[src/rtl/fetch_unit.sv]
`default_nettype none
// +----------------------------------------------------------------------------+
// | fetch_unit: MIPS IF stage - owns the PC, fetches over req/ack, 2-deep queue |
// | Revision: 1.0                                                              |
// +----------------------------------------------------------------------------+
module fetch_unit #(
  parameter logic [31:0] RESET_PC = 32'h0000_0000
) (
  input  logic        clk,
  input  logic        rst,
  input  logic        stall_i,
  input  logic        branch_taken,
  input  logic [31:0] branch_target,
  output logic        imem_req,
  output logic [31:0] imem_addr,
  input  logic        imem_ack,
  input  logic [31:0] imem_rdata,
  output logic [31:0] DatoPCPlus4,
  output logic [31:0] DatoInstrD,
  output logic        EnableIFID
);

  localparam logic [31:0] c_wordBytes = 32'd4;

  typedef enum logic [1:0] {
    IDLE      = 2'd0,
    BUSY      = 2'd1,
    BUSY_KILL = 2'd2
  } state_t;

  state_t      r_state;
  logic [31:0] r_pc;
  logic [31:0] r_reqAddr;
  logic [1:0]  r_count;
  logic        r_head;
  logic [31:0] r_fifoPc4   [2];
  logic [31:0] r_fifoInstr [2];

  logic        w_pop;
  logic        w_push;
  logic        w_wrIdx;
  logic [1:0]  w_countNext;
  logic [31:0] w_reqNext;

  assign imem_req    = (r_state == BUSY) || (r_state == BUSY_KILL);
  assign imem_addr   = r_reqAddr;
  assign w_reqNext   = r_reqAddr + c_wordBytes;
  assign w_pop       = EnableIFID & ~branch_taken;
  assign w_push      = imem_ack & (r_state == BUSY) & ~branch_taken;
  assign w_countNext = r_count - {1'b0, w_pop} + {1'b0, w_push};
  // Writes only happen with count 0 or 1, so the free slot is head xor count[0].
  assign w_wrIdx     = r_head ^ r_count[0];

  always_comb begin
    EnableIFID  = 1'b0;
    DatoPCPlus4 = '0;
    DatoInstrD  = '0;
    if (!rst) begin
      if (branch_taken) begin
        EnableIFID = 1'b1;
      end else if (r_count != 2'd0) begin
        EnableIFID  = ~stall_i;
        DatoPCPlus4 = r_fifoPc4[r_head];
        DatoInstrD  = r_fifoInstr[r_head];
      end
    end
  end

  always_ff @(posedge clk) begin
    if (w_push) begin
      r_fifoPc4[w_wrIdx]   <= w_reqNext;
      r_fifoInstr[w_wrIdx] <= imem_rdata;
    end
  end

  always_ff @(posedge clk or posedge rst) begin
    if (rst) begin
      r_state   <= IDLE;
      r_pc      <= RESET_PC;
      r_reqAddr <= '0;
      r_count   <= '0;
      r_head    <= 1'b0;
    end else if (branch_taken) begin
      // Redirect flushes the queue; an outstanding request must still be retired.
      r_count <= '0;
      r_pc    <= branch_target;
      case (r_state)
        BUSY:      r_state <= imem_ack ? IDLE : BUSY_KILL;
        BUSY_KILL: if (imem_ack) r_state <= IDLE;
        default:   r_state <= IDLE;
      endcase
    end else begin
      r_count <= w_countNext;
      if (w_pop) begin
        r_head <= ~r_head;
      end
      case (r_state)
        IDLE: begin
          if (w_countNext <= 2'd1) begin
            r_state   <= BUSY;
            r_reqAddr <= r_pc;
          end
        end
        BUSY: begin
          if (imem_ack) begin
            r_pc <= w_reqNext;
            if (w_countNext <= 2'd1) begin
              r_reqAddr <= w_reqNext;
            end else begin
              r_state <= IDLE;
            end
          end
        end
        BUSY_KILL: begin
          if (imem_ack) begin
            r_state <= IDLE;
          end
        end
        default: r_state <= IDLE;
      endcase
    end
  end

endmodule
`default_nettype wire

[config.mk]
export PLATFORM = sky130hd
export DESIGN_NAME = fetch_unit
export DESIGN_NICKNAME = d
export VERILOG_FILES = /design/src/rtl/fetch_unit.sv
export SDC_FILE = /design/constraint.sdc
export NUM_CORES = 1
export LEC_CHECK = 0
export ABC_CLOCK_PERIOD_IN_PS = 12020
export CAP_MARGIN = 20
export CORE_MARGIN = 1
export CORE_UTILIZATION = 50
export CTS_CLUSTER_DIAMETER = 80
export DETAILED_ROUTE_END_ITERATION = 8
export GPL_ROUTABILITY_DRIVEN = 0
export PLACE_DENSITY = 0.79
export SLEW_MARGIN = 20
export SYNTH_ARGS = -nofsm -noshare
export SYNTH_HDL_FRONTEND = slang
export SYNTH_SLANG_ARGS = --single-unit
export TNS_END_PERCENT = 50
[constraint.sdc]
create_clock -name clk -period 12.02 [get_ports clk]
set_input_delay 1.202 -clock clk [delete_from_list [all_inputs] [get_ports clk]]
set_output_delay 1.202 -clock clk [all_outputs]
set_load 0.02 [all_outputs]
Word level (Yosys, flattened, before mapping). Memory sizes are Yosys's and may differ from the RTL's. Index checks and enable logic that the tools add are counted.

Register bits: 69. RAM bits: 128. Output and inout bits: 98. Word-level logic and storage cells: 63. Memories kept: 2.

Add/subtract/negate cells: 3. Magnitude comparators: 1. Equal/unequal tests: 8. Muxes and demuxes: 27. Bitwise logic cells: 7. Reductions and logical operators: 10.

Memory list: r_fifoInstr (depth 2, width 32, read ports 1, clocked after memory_dff 0, write ports 1, line 37) `logic [31:0] r_fifoInstr [2];`; r_fifoPc4 (depth 2, width 32, read ports 1, clocked after memory_dff 0, write ports 1, line 36) `logic [31:0] r_fifoPc4 [2];`.

Operators by type and width (count): two-way mux 32 bit (12); one-hot mux 32 bit (2 select lines) (1); adder 32 x 3 -> 32 bit (second input constant) (1); two-way mux 2 bit (7); != test 3 bit (second input constant) (3); nonzero test 2 bit (4); one-hot mux 2 bit (3 select lines) (1); two-way mux 1 bit (5); AND reduction 5 bit (1); != test 2 bit (second input constant) (2); one-hot mux 2 bit (2 select lines) (1); AND reduction 2 bit (2); bitwise AND 1 bit (3); NOT 1 bit (3); AND reduction 3 bit (1); adder 2 x 1 -> 2 bit (1); equality test 2 x 1 -> 1 bit (second input constant) (1); equality test 2 bit (second input constant) (1); <= comparator 2 x 1 -> 1 bit (second input constant) (1); zero test 2 bit (1); != test 2 x 1 -> 1 bit (second input constant) (1); subtractor 2 x 1 -> 2 bit (1); logical OR 1 bit (1); bitwise XOR 1 bit (1).

Logic depth before layout (Yosys ltp).
Word-level depth: 12. Gate-level depth with buffers: 16.

Worst setup path after synthesis. Ideal clock, no wire load.

Path type: input port to flip-flop. From: input imem_ack. To: memory r_fifoInstr[1][0] (enable). Arrival: 4.488 ns. Data required time: 11.527 ns. Setup slack: 7.039 ns. Stages: 4. Cell sequence: nand2_1 > nor2_1 > inv_1 > nor2b_1.

Cells in the longest elaborated chain, start to end: 4.

Ends and longest elaborated chain: from (decl) (line 16) `input logic imem_ack,`; bitwise AND 1 bit (2 in a row) (line 49) `assign w_push = imem_ack & (r_state == BUSY) & ~branch_taken;`; two-way mux 1 bit (line 70) `if (w_push) begin`; two-way mux 1 bit (implied by the code) (line 72) `r_fifoInstr[w_wrIdx] <= imem_rdata;`; to (decl) (line 37).

No other way between the ends.

Final worst setup path.
From: register r_state[1]. To: register r_reqAddr[28] (netlist: imem_addr[28]).

Cells in the longest elaborated chain, start to end: 7.

Ends and longest elaborated chain: from (decl) (line 31) `state_t r_state;`; from (signal assigned) (line 88) `BUSY: r_state <= imem_ack ? IDLE : BUSY_KILL;`; equality test 2 x 1 -> 1 bit (line 49, 97); bitwise AND 1 bit (2 in a row) (line 49); adder 2 x 1 -> 2 bit (line 50) `assign w_countNext = r_count - {1'b0, w_pop} + {1'b0, w_push};`; <= comparator 2 x 1 -> 1 bit (line 99, 107); != test 2 bit (no source line) / != test 2 x 1 -> 1 bit (equally long branches); AND reduction 5 bit (no source line); to (signal assigned) (line 101) `r_reqAddr <= r_pc;`; to (signal assigned) (line 108) `r_reqAddr <= w_reqNext;`; to (decl) (line 33) `logic [31:0] r_reqAddr;`.

Several ways; a longest one is shown, not always the timed one. A chain may end at the register's enable or synchronous reset.

==> impl_metrics.json <==
{
  "outcome": "finished, final reports clean",
  "min_from": "r_pc[0]$_DFFE_PP0P_",
  "drt_iter0_drc": 471,
  "core_mm2": 0.0180,
  "mappedNetlistArea_mm2": 0.00915,
  "syn_nets": 870,
  "slowest_stage": "nand2_1",
  "wl_per_cell_um": 18.0,
  "post-cts-setup-buffers": 0,
  "utilization_pct": 64.2,
  "initial_utilization_pct": 50.9,
  "drc": 0,
  "antenna_left": 0,
  "final_hold_viol_count": 0,
  "tns_ns": 0,
  "ys_seq_elements": 197,
  "die_h_um": 137,
  "drive_gt1_share_pct": 5.84,
  "dp_hpwl_mm": 13.7,
  "die_area_mm2": 0.0188,
  "fill_cells": 1385,
  "clkSinkCount": 197,
  "yosys_warnings": 0,
  "ys.flop_type": "edfxtp_1",
  "vias": 6696,
  "critPathMaxStageDelay_ns": 0.65,
  "worstPathArrival_ns": 5.18,
  "num_rows": 49,
  "io_pins": 167,
  "numCtsBuffers": 17,
  "multi_input_area_mm2": 0.00330,
  "startpoint_type": "register",
  "antenna_found_initial": 0,
  "cap_viol_max_count": 0,
  "r2r_start": "r_state[1]$_DFFE_PP0P_",
  "clk_transition_reported_paths_ns": 0.07,
  "fmax_mhz": 205,
  "tightest_slew_ns": 0.989,
  "timing.final.crit_period_ns": 4.88,
  "grt_pass1_vias": 6356,
  "path_class": "register to register",
  "portBuffers": 166,
  "wl_mm": 21.0,
  "cts_root_buf": "clkbuf_16",
  "insertion_delay_ns": 0.42,
  "critPathLaunch": "r_state[1]$_DFFE_PP0P_",
  "grt_pass1_wl_mm": 32.5,
  "hold_class": "register to register",
  "async_flop_share_pct": 35.0,
  "setup_viol": 0,
  "cp.buffers_inverters": 4,
  "yosysUniqueCellTypes": 60,
  "ctsHoldBuffers": 0,
  "synth-edff-count": 128,
  "synth.yosys.seq_area_share_pct": 60.9,
  "cts_htree_levels": 4,
  "path_delay_family": "simple AND/OR/NAND/NOR gates",
  "crit_required_ns": 12.32,
  "syn_area_per_cell_um2": 11.5,
  "stdcell_count": 1171,
  "cp-end-kind": "register",
  "areaGrowthSynthToFinish_pct": 26.0,
  "powerDensity_mw_per_mm2": 208,
  "worstPathMaxFanout": 66,
  "register_area_mm2": 0.00557,
  "finalMaxSlewViolations": 0,
  "rsz0062_at_grt": "no",
  "cts_tree": "yes",
  "die_w_um": 137,
  "grt_max_degree": 79,
  "max-slew-margin-rel_pct": 34.1,
  "first_pass_iters": 5,
  "grtUsageTotal_pct": 22.7,
  "n_antenna_cell": 0,
  "layout.nets": 1004,
  "grt_overflow": 0,
  "power_leakage_nw": 4.14,
  "period_share_pct": 40.6,
  "ctsLongestPathBuffers": 2,
  "vdd_drop_max_mv": 0.108,
  "fin_worst_skew_ns": 0.0114,
  "routed_via_density": 5.72,
  "cts-resized-gates": 0,
  "crit_chain": "inv_1, ha_2, buf_4, nand2_1, nor2_1, inv_1, ha_1, inv_1, ha_1, xnor3_1, nand2b_1, nand2_2, o21ai_0, a221o_1",
  "cpMostUsedCell": "inv_1",
  "synthCells": 795,
  "place_inst": 1139
}
-- final timing paths --
path	slack (ns)	endpoint	cells past startpoint
min in group asynchronous	1.46	r_head$_DFFE_PP0P_	3
setup / recovery	7.14	imem_addr[28]$_DFFE_PP0P_	14
hold reg to reg	0.49	imem_addr[0]$_DFFE_PP0P_	2
hold / removal	0.49	imem_addr[0]$_DFFE_PP0P_	2
max in group asynchronous	9.90	r_head$_DFFE_PP0P_	3
setup reg to reg	7.14	imem_addr[28]$_DFFE_PP0P_	14
-- flip-flops by register name, indices dropped and copies added, names as in the netlist --
register	cells
r_count	2
imem_addr	32
r_fifoInstr	64
r_head	1
r_state	2
r_pc	32
r_fifoPc4	64
-- worst min-delay path, stage by stage (launching register included) --
cell,delay [ns]
dfrtp_1,0.36
nand2_1,0.05
nand2_1,0.05
-- cell type report --
class	instances	area share [%]
multi-input combinational	525	28.6
clock buffer	18	3.72
clock inverter	14	1.49
sequential	197	48.4
inverter	14	0.456
tap	229	2.49
timing repair buffer	174	14.9
-- metal layers --
layer | up-vias | share of wire, % | track usage (%)
met3 | 29 | 6.8 | 4.05
li1 | 3171 | - | -
met1 | 3229 | 44 | 30.0
met2 | 267 | 48 | 37.9
met5 | - | 0 | 0
met4 | 0 | 1.6 | 7.08
-- cell families after synthesis --
kind of cell / synth area share (%)
adders and majority gates: 0.820
and+or+nand+nor: 13.8
AOI/OAI and AO/OA: 9.74
xor gates and xnor gates: 2.71
buffers and inverters: 3.35
DFF: 60.9
muxes: 8.75
-- power by group --
group	switching (mW)	internal [mW]	leakage, nW
registers	0.147	0.864	1.99
clock network	0.251	0.330	0.279
logic	0.459	0.345	1.87
total	0.857	1.54	4.14
-- cells in the final DEF (no fill, tap or decap), types with 6 or more instances in the layout --
cell	synthesis	final
a21o_1	6	6
a21oi_1	43	43
and3_1	6	6
buf_4	3	8
clkbuf_16	0	17
clkdlybuf4s50_1	0	165
dfrtp_1	69	68
edfxtp_1	128	128
inv_1	13	12
mux2i_1	80	80
nand2_1	82	81
nand3_1	18	18
nand4_1	13	13
nor2_1	94	92
nor3_1	14	14
nor4_1	8	8
o21ai_0	41	41
o22ai_1	6	6
o31ai_1	10	10
xnor2_1	17	17
xor2_1	6	6
-- through the flow --
| step | area, um^2 | hold slack (ns) | worst slack, ns | power, mW |
|---|---|---|---|---|
| after CTS | 11500 | 0.485 | 6.79 | 2.40 |
| after global placement | 10900 | 0.480 | 6.60 | 1.80 |
| after global routing | 11500 | 0.507 | 6.77 | 2.51 |
| final | 11500 | 0.488 | 7.14 | 2.40 |
| after floorplan | 9150 | 0.438 | 7.04 | 1.54 |
| after detailed placement | 10900 | 0.471 | 6.45 | 1.82 |
-- synth_stat cells, types with 14 or more instances --
master | count | area, um^2
o21ai_0 | 41 | 205
xnor2_1 | 17 | 149
nor2_1 | 94 | 353
a21oi_1 | 43 | 215
dfrtp_1 | 69 | 1730
clkbuf_1 | 41 | 154
nand3_1 | 18 | 90.1
nor3_1 | 14 | 70.1
mux2i_1 | 80 | 801
nand2_1 | 82 | 308
edfxtp_1 | 128 | 3840
Power figures use the tool's default switching activity.
